**src/rtl/fetch_pkg.sv**
```systemverilog
// Shared types and constants for the instruction fetch/prefetch unit.
package fetch_pkg;

    localparam int unsigned ILEN    = 32;
    localparam int unsigned PC_STEP = 4;

    typedef enum logic [1:0] {
        BOOT,
        RUN,
        DRAIN
    } fetch_state_e;

    // Queue entry for the default 32-bit PC build; the queue itself stores a flat word.
    typedef struct packed {
        logic [ILEN-1:0] instr;
        logic [31:0]     pc;
    } fetch_entry_t;

endpackage

```
**src/rtl/fetch_queue.sv**
```systemverilog
// Prefetch FIFO: power-of-two depth, wrapping pointers, synchronous flush, occupancy count.
module fetch_queue
    import fetch_pkg::*;
#(
    parameter int unsigned WIDTH = ILEN + 32,
    parameter int unsigned DEPTH = 4,
    localparam int unsigned PW   = (DEPTH > 1) ? $clog2(DEPTH) : 1,
    localparam int unsigned CW   = $clog2(DEPTH + 1)
) (
    input  logic             clk_i,
    input  logic             PCrst_i,
    input  logic             flush_i,
    input  logic             push_i,
    input  logic [WIDTH-1:0] push_data_i,
    input  logic             pop_i,
    output logic [WIDTH-1:0] head_o,
    output logic             empty_o,
    output logic [CW-1:0]    count_o
);

    logic [WIDTH-1:0] mem_q [DEPTH];
    logic [PW-1:0]    wr_ptr_q, wr_ptr_d;
    logic [PW-1:0]    rd_ptr_q, rd_ptr_d;
    logic [CW-1:0]    count_q, count_d;
    logic             push_en, pop_en;

    // Flush wins over a same-cycle push or pop; both are dropped.
    assign push_en = push_i && !flush_i && (count_q != CW'(DEPTH));
    assign pop_en  = pop_i  && !flush_i && (count_q != '0);

    always_comb begin
        wr_ptr_d = wr_ptr_q;
        rd_ptr_d = rd_ptr_q;
        count_d  = count_q;
        if (flush_i) begin
            wr_ptr_d = '0;
            rd_ptr_d = '0;
            count_d  = '0;
        end else begin
            if (push_en) wr_ptr_d = wr_ptr_q + PW'(1);
            if (pop_en)  rd_ptr_d = rd_ptr_q + PW'(1);
            unique case ({push_en, pop_en})
                2'b10:   count_d = count_q + CW'(1);
                2'b01:   count_d = count_q - CW'(1);
                default: count_d = count_q;
            endcase
        end
    end

    always_ff @(posedge clk_i or negedge PCrst_i) begin
        if (!PCrst_i) begin
            wr_ptr_q <= '0;
            rd_ptr_q <= '0;
            count_q  <= '0;
        end else begin
            wr_ptr_q <= wr_ptr_d;
            rd_ptr_q <= rd_ptr_d;
            count_q  <= count_d;
        end
    end

    // Storage needs no reset: the count qualifies every read.
    always_ff @(posedge clk_i) begin
        if (push_en) mem_q[wr_ptr_q] <= push_data_i;
    end

    assign head_o  = mem_q[rd_ptr_q];
    assign empty_o = (count_q == '0);
    assign count_o = count_q;

endmodule

```
**src/rtl/fetch_prefetch_unit.sv**
```systemverilog
// Fetch stage: PC generator, credit-limited pipelined imem requests, prefetch queue, redirects.
// Optional redirect-target misalignment trap: define FETCH_MISALIGN_CHECK_EN.
module fetch_prefetch_unit
    import fetch_pkg::*;
#(
    parameter int unsigned      XLEN            = 32,
    parameter int unsigned      DEPTH           = 4,
    parameter int unsigned      MAX_OUTSTANDING = 2,
    parameter logic [XLEN-1:0]  RESET_PC        = '0
) (
    input  logic            clk_i,
    input  logic            PCrst_i,
    output logic            imem_req_valid_o,
    input  logic            imem_req_ready_i,
    output logic [XLEN-1:0] imem_req_addr_o,
    input  logic            imem_rsp_valid_i,
    input  logic [31:0]     imem_rsp_data_i,
    output logic            dec_valid_o,
    input  logic            dec_ready_i,
    output logic [31:0]     dec_instr_o,
    output logic [XLEN-1:0] dec_pc_o,
    input  logic            br_i,
    input  logic            jal_i,
    input  logic            jalr_i,
    input  logic [XLEN-1:0] ex_pc_i,
    input  logic [XLEN-1:0] rs1_i,
    input  logic [XLEN-1:0] imm_i,
    output logic [XLEN-1:0] link_o,
    output logic            misalign_o
);

    localparam int unsigned EW = ILEN + XLEN;
    localparam int unsigned CW = $clog2(DEPTH + 1);
    localparam int unsigned SW = CW + 1;

    fetch_state_e     state_q, state_d;
    logic [XLEN-1:0]  pc_q, pc_d;
    logic [XLEN-1:0]  rsp_pc_q, rsp_pc_d;
    logic [CW-1:0]    outstanding_q, outstanding_d;
    logic [CW-1:0]    drop_q, drop_d;

    logic             redirect;
    logic [XLEN-1:0]  target_raw, target;
    logic             tgt_misaligned;
    logic             halt;
    logic             credit_ok;
    logic [SW-1:0]    in_flight;
    logic             req_fire;
    logic             rsp_accept;
    logic [CW-1:0]    q_count;
    logic             q_empty;
    logic [EW-1:0]    q_head;

    assign redirect   = br_i | jal_i | jalr_i;
    assign target_raw = jalr_i ? ((rs1_i + imm_i) & ~XLEN'(1)) : (ex_pc_i + imm_i);
    assign link_o     = ex_pc_i + XLEN'(PC_STEP);

`ifdef FETCH_MISALIGN_CHECK_EN
    logic halt_q, halt_d;
    logic misalign_q, misalign_d;

    assign target         = target_raw;
    assign tgt_misaligned = target_raw[1];

    // A misaligned redirect parks the fetcher until a later redirect supplies a good target.
    always_comb begin
        halt_d     = halt_q;
        misalign_d = 1'b0;
        if (redirect) begin
            halt_d     = tgt_misaligned;
            misalign_d = tgt_misaligned;
        end
    end

    always_ff @(posedge clk_i or negedge PCrst_i) begin
        if (!PCrst_i) begin
            halt_q     <= 1'b0;
            misalign_q <= 1'b0;
        end else begin
            halt_q     <= halt_d;
            misalign_q <= misalign_d;
        end
    end

    assign halt       = halt_q;
    assign misalign_o = misalign_q;
`else
    assign target         = target_raw & ~XLEN'(3);
    assign tgt_misaligned = 1'b0;
    assign halt           = 1'b0;
    assign misalign_o     = 1'b0;
`endif

    // Credits cover both queued entries and responses still in flight, so a push never overflows.
    assign in_flight = SW'(outstanding_q) + SW'(q_count);
    assign credit_ok = (in_flight < SW'(DEPTH)) && (outstanding_q < CW'(MAX_OUTSTANDING));

    assign imem_req_valid_o = (state_q == RUN) && !redirect && !halt && credit_ok;
    assign imem_req_addr_o  = pc_q;
    assign req_fire         = imem_req_valid_o && imem_req_ready_i;
    assign rsp_accept       = imem_rsp_valid_i && (drop_q == '0);

    always_comb begin
        state_d       = state_q;
        pc_d          = pc_q;
        rsp_pc_d      = rsp_pc_q;
        drop_d        = drop_q;
        outstanding_d = outstanding_q;

        unique case ({req_fire, imem_rsp_valid_i})
            2'b10:   outstanding_d = outstanding_q + CW'(1);
            2'b01:   outstanding_d = outstanding_q - CW'(1);
            default: outstanding_d = outstanding_q;
        endcase

        if (req_fire)                      pc_d     = pc_q + XLEN'(PC_STEP);
        if (rsp_accept)                    rsp_pc_d = rsp_pc_q + XLEN'(PC_STEP);
        if (imem_rsp_valid_i && !rsp_accept) drop_d = drop_q - CW'(1);

        if (redirect) begin
            // Everything still owed by memory is stale, including a response landing now.
            drop_d = outstanding_d;
            if (!tgt_misaligned) begin
                pc_d     = target;
                rsp_pc_d = target;
            end
        end

        unique case (state_q)
            BOOT: state_d = RUN;
            RUN: begin
                if (redirect && (outstanding_d != '0)) state_d = DRAIN;
            end
            DRAIN: begin
                if (!redirect && (drop_d == '0)) state_d = RUN;
            end
            default: state_d = BOOT;
        endcase
    end

    always_ff @(posedge clk_i or negedge PCrst_i) begin
        if (!PCrst_i) begin
            state_q       <= BOOT;
            pc_q          <= RESET_PC;
            rsp_pc_q      <= RESET_PC;
            outstanding_q <= '0;
            drop_q        <= '0;
        end else begin
            state_q       <= state_d;
            pc_q          <= pc_d;
            rsp_pc_q      <= rsp_pc_d;
            outstanding_q <= outstanding_d;
            drop_q        <= drop_d;
        end
    end

    fetch_queue #(
        .WIDTH (EW),
        .DEPTH (DEPTH)
    ) u_queue (
        .clk_i       (clk_i),
        .PCrst_i     (PCrst_i),
        .flush_i     (redirect),
        .push_i      (rsp_accept),
        .push_data_i ({imem_rsp_data_i, rsp_pc_q}),
        .pop_i       (dec_valid_o && dec_ready_i),
        .head_o      (q_head),
        .empty_o     (q_empty),
        .count_o     (q_count)
    );

    assign dec_valid_o = !q_empty;
    assign dec_instr_o = q_head[EW-1 -: ILEN];
    assign dec_pc_o    = q_head[XLEN-1:0];

endmodule

```
**config.mk**
```make
export PLATFORM = sky130hd
export DESIGN_NAME = fetch_prefetch_unit
export DESIGN_NICKNAME = d
export VERILOG_FILES = /design/src/rtl/fetch_pkg.sv /design/src/rtl/fetch_queue.sv /design/src/rtl/fetch_prefetch_unit.sv
export SDC_FILE = /design/constraint.sdc
export NUM_CORES = 1
export LEC_CHECK = 0
export ABC_AREA = 0
export ABC_CLOCK_PERIOD_IN_PS = 6400
export CAP_MARGIN = 10
export CORE_MARGIN = 4
export CORE_UTILIZATION = 59
export DETAILED_ROUTE_END_ITERATION = 12
export PLACE_DENSITY = 0.95
export SYNTH_ARGS = -nofsm -noshare
export SYNTH_HDL_FRONTEND = slang
export SYNTH_SLANG_ARGS = --single-unit
export TNS_END_PERCENT = 20
```
**constraint.sdc**
```tcl
create_clock -name clk_i -period 6.4 [get_ports clk_i]
set_input_delay 1.28 -clock clk_i [delete_from_list [all_inputs] [get_ports clk_i]]
set_output_delay 1.28 -clock clk_i [all_outputs]
set_load 0.02 [all_outputs]
```
==> results of run 1 <==
-- registers in the layout, indices dropped and copies added, names as in the netlist --
name / flops
state_q: 2
u_queue.rd_ptr_q: 2
drop_q: 3
u_queue.count_o: 3
u_queue.wr_ptr_q: 2
outstanding_q: 3
u_queue.mem_q: 248
imem_req_addr_o: 30
rsp_pc_q: 30
-- layout by cell type, fill, tap and decap left out, types with 32 or more instances in the layout --
| cell type | count |
|---|---|
| dfrtp_1 | 73 |
| inv_1 | 32 |
| nand2_1 | 126 |
| nand3_1 | 51 |
| xor2_1 | 38 |
| clkdlybuf4s50_1 | 260 |
| mux4_2 | 62 |
| ha_1 | 72 |
| edfxtp_1 | 248 |
| a21oi_1 | 126 |
| o21ai_0 | 67 |
| nor2_1 | 99 |
| xnor2_1 | 67 |
-- through the flow --
step	cell area (sq um)	std cells	hold WS [ns]
2_1_floorplan	17400	1457	0.473
3_3_place_gp	20400	2062	0.496
3_5_place_dp	20400	2062	0.518
4_1_cts	21300	2114	0.519
5_1_grt	21300	2114	0.570
6_report	21300	2114	0.521
-- per-layer routing --
| metal | vias up | wire (um) | track usage |
|---|---|---|---|
| met5 | - | 13 | 0 |
| met1 | 6490 | 18200 | 0.364 |
| met2 | 663 | 23700 | 0.504 |
| met4 | 2 | 1510 | 0.0805 |
| li1 | 6087 | - | - |
| met3 | 102 | 4020 | 0.0550 |
-- logic make-up (layout without fill, tap and decap cells) --
logic type	count (synthesis)	after routing	synth area share
buf+inv	91	364	0.0215
xor+xnor	105	105	0.0528
mux	70	70	0.0848
simple gates	413	413	0.114
fa+ha+maj	74	74	0.0540
other cells	1	5	0.000215
compound gates	376	376	0.137
flops	323	323	0.535
-- layout make-up --
| cell class | instances | area share |
|---|---|---|
| Clock inverter | 10 | 0.00510 |
| Timing Repair Buffer | 279 | 0.129 |
| Inverter | 33 | 0.00581 |
| Multi-Input combinational cell | 1043 | 0.363 |
| Clock buffer | 42 | 0.0377 |
| Tap cell | 384 | 0.0225 |
| Sequential cell | 323 | 0.437 |
-- final timing paths --
check,slack (ns),from,end
max reg2reg,3.13,u_queue.count_o[1],state_q[0]
max in group asynchronous,4.72,PCrst_i,u_queue.rd_ptr_q[0]
min,0.52,state_q[0],state_q[1]
min reg2reg,0.52,state_q[0],state_q[1]
max,0.96,ex_pc_i[4],link_o[29]
min in group asynchronous,0.96,PCrst_i,outstanding_q[2]
-- critical path: cells and delay by family --
| family | cells | cell delay (ns) |
|---|---|---|
| buf+inv | 2 | 1.21 |
| xor+xnor | 1 | 0.18 |
| simple gates | 7 | 1.49 |
-- power breakdown --
group | switching (mW) | total (mW) | internal (mW) | leakage, nW
Combinational | 0.661 | 1.19 | 0.528 | 3.94
Sequential | 0.217 | 2.65 | 2.44 | 3.17
Clock | 0.726 | 1.68 | 0.951 | 0.435
Total | 1.60 | 5.52 | 3.91 | 7.54
==> impl_results.md, run 1 <==
- EDFF count, synth: 248
- Area Growth Syn to Fin: 22.5%
- Leakage: 7.54 nW
- Port Buf Inserts: 261
- Final Util: 0.737
- CP endpoint kind: output pin
- Req. time, crit path: 5.12 ns
- Crit path time final: 5.44 ns
- Most common cell in the synthesized netlist: edfxtp_1
- Routed WL: 47.5 mm
- Post-synth top cells: edfxtp_1 (248), a21oi_1 (126), nand2_1 (126)
- Crit Path Class: input pin to output pin
- Clock sink count: 323
- Pin count of the biggest net entering global routing: 76
- Fin Setup TNS: 0 ns
- Die Area: 32300 sq um
- Slowest cell on crit path: clkdlybuf4s50_1
- Part of the cycle the worst path needs: 0.850
- I/O pin count: 267
- Startpoint types: input pin
- Status: finished, final reports clean
- Worst min path class: register to register
- Worst path max stage delay: 0.63 ns
- Ys async rst share: 0.232
- Top-area cell type share of the netlist area: 0.428
- VDD IR max: 0.000174 V
- Final Hold Viols: 0
- Longest Clk Path Bufs: 3
- Post-CTS Hold Buffers: 0
- Antenna cells: 0
- Total power: 5.52 mW
- Clk_lat worst skew: 0.55 ns
- CP arrival: 4.16 ns
- GRT Overall Usage: 0.286
- Synthesized flop and latch total: 323
- Initial drt markers: 1138
- First-pass GRT wire length: 74.7 mm
- Die extent in x: 180 um
- Area leader, netlist: edfxtp_1
- Resize count post-CTS: 0
- # Max-Cap Violations: 0
- Main flop type after synthesis: edfxtp_1
- Setup violators final: 0
- Fill count: 1843
- Final worst clock skew: 0.0145 ns
- Post-route antenna net violation count: 0
- Post-synth cell types: 77
- Syn. warnings: 0
- Die Span Y: 180 um
- Row cnt: 62
- Final #Nets: 1918
- Crit-path max FO: 5
- Pre-antenna DRT Iters: 6
- Final RePlAce weighted congestion: 0.880
- Cell Pwr Density: 259 nW/um^2
- Storage cell area: 9330 sq um
- WL per Instance: 22.5 um
- Max transition margin: 0.207
- WHS Path Cells: 1
- Initial antenna violation count: 1
- CTS tree: yes
- Unrepaired setup endpoints after global routing: false
- CTS Buf Count: 28
- Mapped cell area: 17400 sq um
- Main area contributors after synthesis: edfxtp_1 (43%), dfrtp_1 (11%), mux4_2 (8.0%), ha_1 (5.2%), a21oi_1 (3.6%)
- Core Area: 28900 sq um
- Routed via count: 13300
- Dpl hpwl: 34.1 mm
- Clock Root Buffer: clkbuf_16
- Sequential cell area fraction in the yosys report: 0.535
- Share of layout cells above drive strength 1: 0.0884
- CTS H-tree depth: 1
- Number of global-route vias before repair: 13600
- Post-route DRC: 0
- Avg Synthesized Cell Area: 12.0 sq um
- Final Slew Violations: 0
- Most frequent CP cell: nor2_1
- Measured slew at the worst slew-check pin: 1.18 ns
- Setup Slack @ Placement: 0.945 ns
- Multi-input gate area in the final layout: 7740 sq um
- Clock transition at path regs: 0.06 ns
- Via/cell ratio: 6.31
- Fmax: 0.184 GHz
- PnR worst setup slack: 0.957 ns
- Critical-path cell list: clkdlybuf4s50_1, nand3_1, nor2_1, nand2_1, nor2_1, nand3_1, nor2_1, nand4_1, xnor2_1, clkdlybuf4s50_1
- Starting Density: 0.602
- GRT overflow: 0
- Post-CTS setup buffers: 0
- Mapped Cells: 1453
- R2R cell count: 14
(Power assumes the default switching activity.)
==> run 2, diff against run 1 <==
- CAP_MARGIN: 10 -> not set
==> results of run 2 <==
The final DEF is identical to that of run 1; final timing and power are the same.
==> run 3, diff against run 2 <==
- ABC_CLOCK_PERIOD_IN_PS: 6400 -> 4500
- CORE_UTILIZATION: 59 -> 50
- GPL_ROUTABILITY_DRIVEN: not set -> 0
- PLACE_DENSITY: 0.95 -> 0.88
- clock period: 6.4 -> 4.5 ns (I/O delays scaled with it)
==> run 3 against run 2 <==
Clock-buffer cell count is 4 lower. Worst hold slack lost 0.021 ns. Non-clock buffer count is 14 higher. Clock power up 50%. Sequential power increased by 42%. Sequential share of layout area is 0.70 points lower. Via count decreased by 0.85%. First-iteration DRC count shrank 12%. Cell count increased by 4.2%. Power up 45%. Critical endpoint is now link_o[26]. Largest cell class unchanged. Largest power group unchanged.
==> impl_results.md, run 3 (synthesized netlist as in run 1, its figures left out) <==
- First-pass GRT wire length: 72.8 mm
- Status: finished, final reports clean
- Startpoint types: input pin
- Crit path time final: 4.36 ns
- Setup violators final: 0
- Initial drt markers: 999
- Final Hold Viols: 0
- Die Span Y: 195 um
- Antenna cells: 0
- Dpl hpwl: 33.8 mm
- Worst min path class: input pin to asynchronous set/reset pin
- Routed via count: 13200
- CP arrival: 3.46 ns
- Final Non-Filler Cells: 2203
- Routed WL: 46.1 mm
- Die Area: 37900 sq um
- Max FFs per register: 248
- Final Slew Violations: 0
- Crit Path Class: input pin to output pin
- Port Buf Inserts: 261
- Via/cell ratio: 6.01
- Post-CTS Hold Buffers: 0
- Post-route antenna net violation count: 0
- Cell Pwr Density: 368 nW/um^2
- CTS tree: yes
- RR Startpoint: u_queue.count_o[2]
- Setup Slack @ Placement: 0.0804 ns
- Initial antenna violation count: 0
- Max transition margin: 0.363
- Core Area: 34500 sq um
- Final Util: 0.629
- Die extent in x: 195 um
- Pin count of the biggest net entering global routing: 76
- Row cnt: 68
- Reg with most FFs: u_queue.mem_q
- WL per Instance: 20.9 um
- Clock transition at path regs: 0.07 ns
- Crit path launch: ex_pc_i[10]
- GRT Overall Usage: 0.237
- Critical Path Sink: link_o[26]
- Starting Density: 0.505
- Placed cell count: 2147
- Part of the cycle the worst path needs: 0.969
- Leakage: 7.69 nW
- GRT overflow: 0
- CTS Buf Count: 30
- Most common cell after layout, fill and taps aside: clkdlybuf4s50_1
- Share of layout cells above drive strength 1: 0.0990
- Post-route DRC: 0
- I/O pin count: 267
- Crit-path max FO: 5
- Commonest cells after routing, fill and taps aside: clkdlybuf4s50_1 (257), edfxtp_1 (248), nand2_1 (126), a21oi_1 (126), nor2_1 (98)
- Number of global-route vias before repair: 13500
- Longest Clk Path Bufs: 3
- Measured slew at the worst slew-check pin: 0.956 ns
- Area Growth Syn to Fin: 24.5%
- R2R cell count: 14
- Pre-antenna DRT Iters: 5
- Fmax: 0.229 GHz
- Clock Root Buffer: clkbuf_16
- Clk_lat worst skew: 0.55 ns
- R2R setup slack: 1.47 ns
- # Max-Cap Violations: 0
- CP endpoint kind: output pin
- Req. time, crit path: 3.60 ns
- Final #Nets: 1934
- VDD IR max: 0.000324 V
- Final worst clock skew: 0.0106 ns
- Clock sink count: 323
- PnR worst setup slack: 0.140 ns
- Critical R2R Capture: state_q[0]
- CTS H-tree depth: 1
-- run 3: timing repair --
item / 4_1_cts / 5_1_grt
gates resized for setup: 0 / 4
endpoints found under the setup margin: 0 / 6
buffers inserted: 0 / 0
-- run 3: worst min path at each step --
stage	to	slack, ns	cells after the start
2_1_floorplan	state_q[1]	0.47	1
3_3_place_gp	state_q[1]	0.50	1
3_5_place_dp	state_q[1]	0.54	1
4_1_cts	state_q[0]	0.52	1
5_1_grt	state_q[0]	0.55	1
6_report	state_q[0]	0.50	1
-- run 3: metrics by stage --
step / hold WS [ns] / power [mW] / cell area [sq um] / TNS (ns)
global placement: 0.498 / 5.41 / 20700 / 0
CTS: 0.517 / 8.01 / 21700 / 0
detailed placement: 0.537 / 5.49 / 20700 / 0
floorplan: 0.473 / 4.76 / 17400 / 0
global route: 0.555 / 8.36 / 21700 / -0.00142
finish: 0.500 / 7.98 / 21700 / 0
-- run 3: critical path, cell delays in order --
cell	delay [ns]
clkdlybuf4s50_1	0.55
and4_1	0.27
and3_1	0.19
and2_1	0.17
and3_1	0.22
nor2b_1	0.14
buf_4	0.14
nand3_1	0.09
xnor2_1	0.15
clkdlybuf4s50_1	0.63
-- run 3: power breakdown --
| part | total (mW) | switching, mW | internal, mW | leakage, nW |
|---|---|---|---|---|
| logic | 1.70 | 0.942 | 0.761 | 4.05 |
| registers | 3.76 | 0.298 | 3.47 | 3.17 |
| clock network | 2.52 | 1.05 | 1.46 | 0.479 |
| total | 7.98 | 2.29 | 5.69 | 7.69 |
-- run 3: per-layer routing --
metal | part of all wire | global-route usage
met1 | 0.40 | 0.308
met2 | 0.48 | 0.408
met3 | 0.095 | 0.0549
met4 | 0.024 | 0.0565
met5 | 0 | 0
-- run 3: area by class of cell --
type | count | area (sq um)
Fill cell | 2591 | 12800
Sequential cell | 323 | 9330
Tap cell | 455 | 569
Clock buffer | 38 | 822
Inverter | 33 | 124
Clock inverter | 18 | 169
Multi-Input combinational cell | 1043 | 7750
Timing Repair Buffer | 293 | 2920
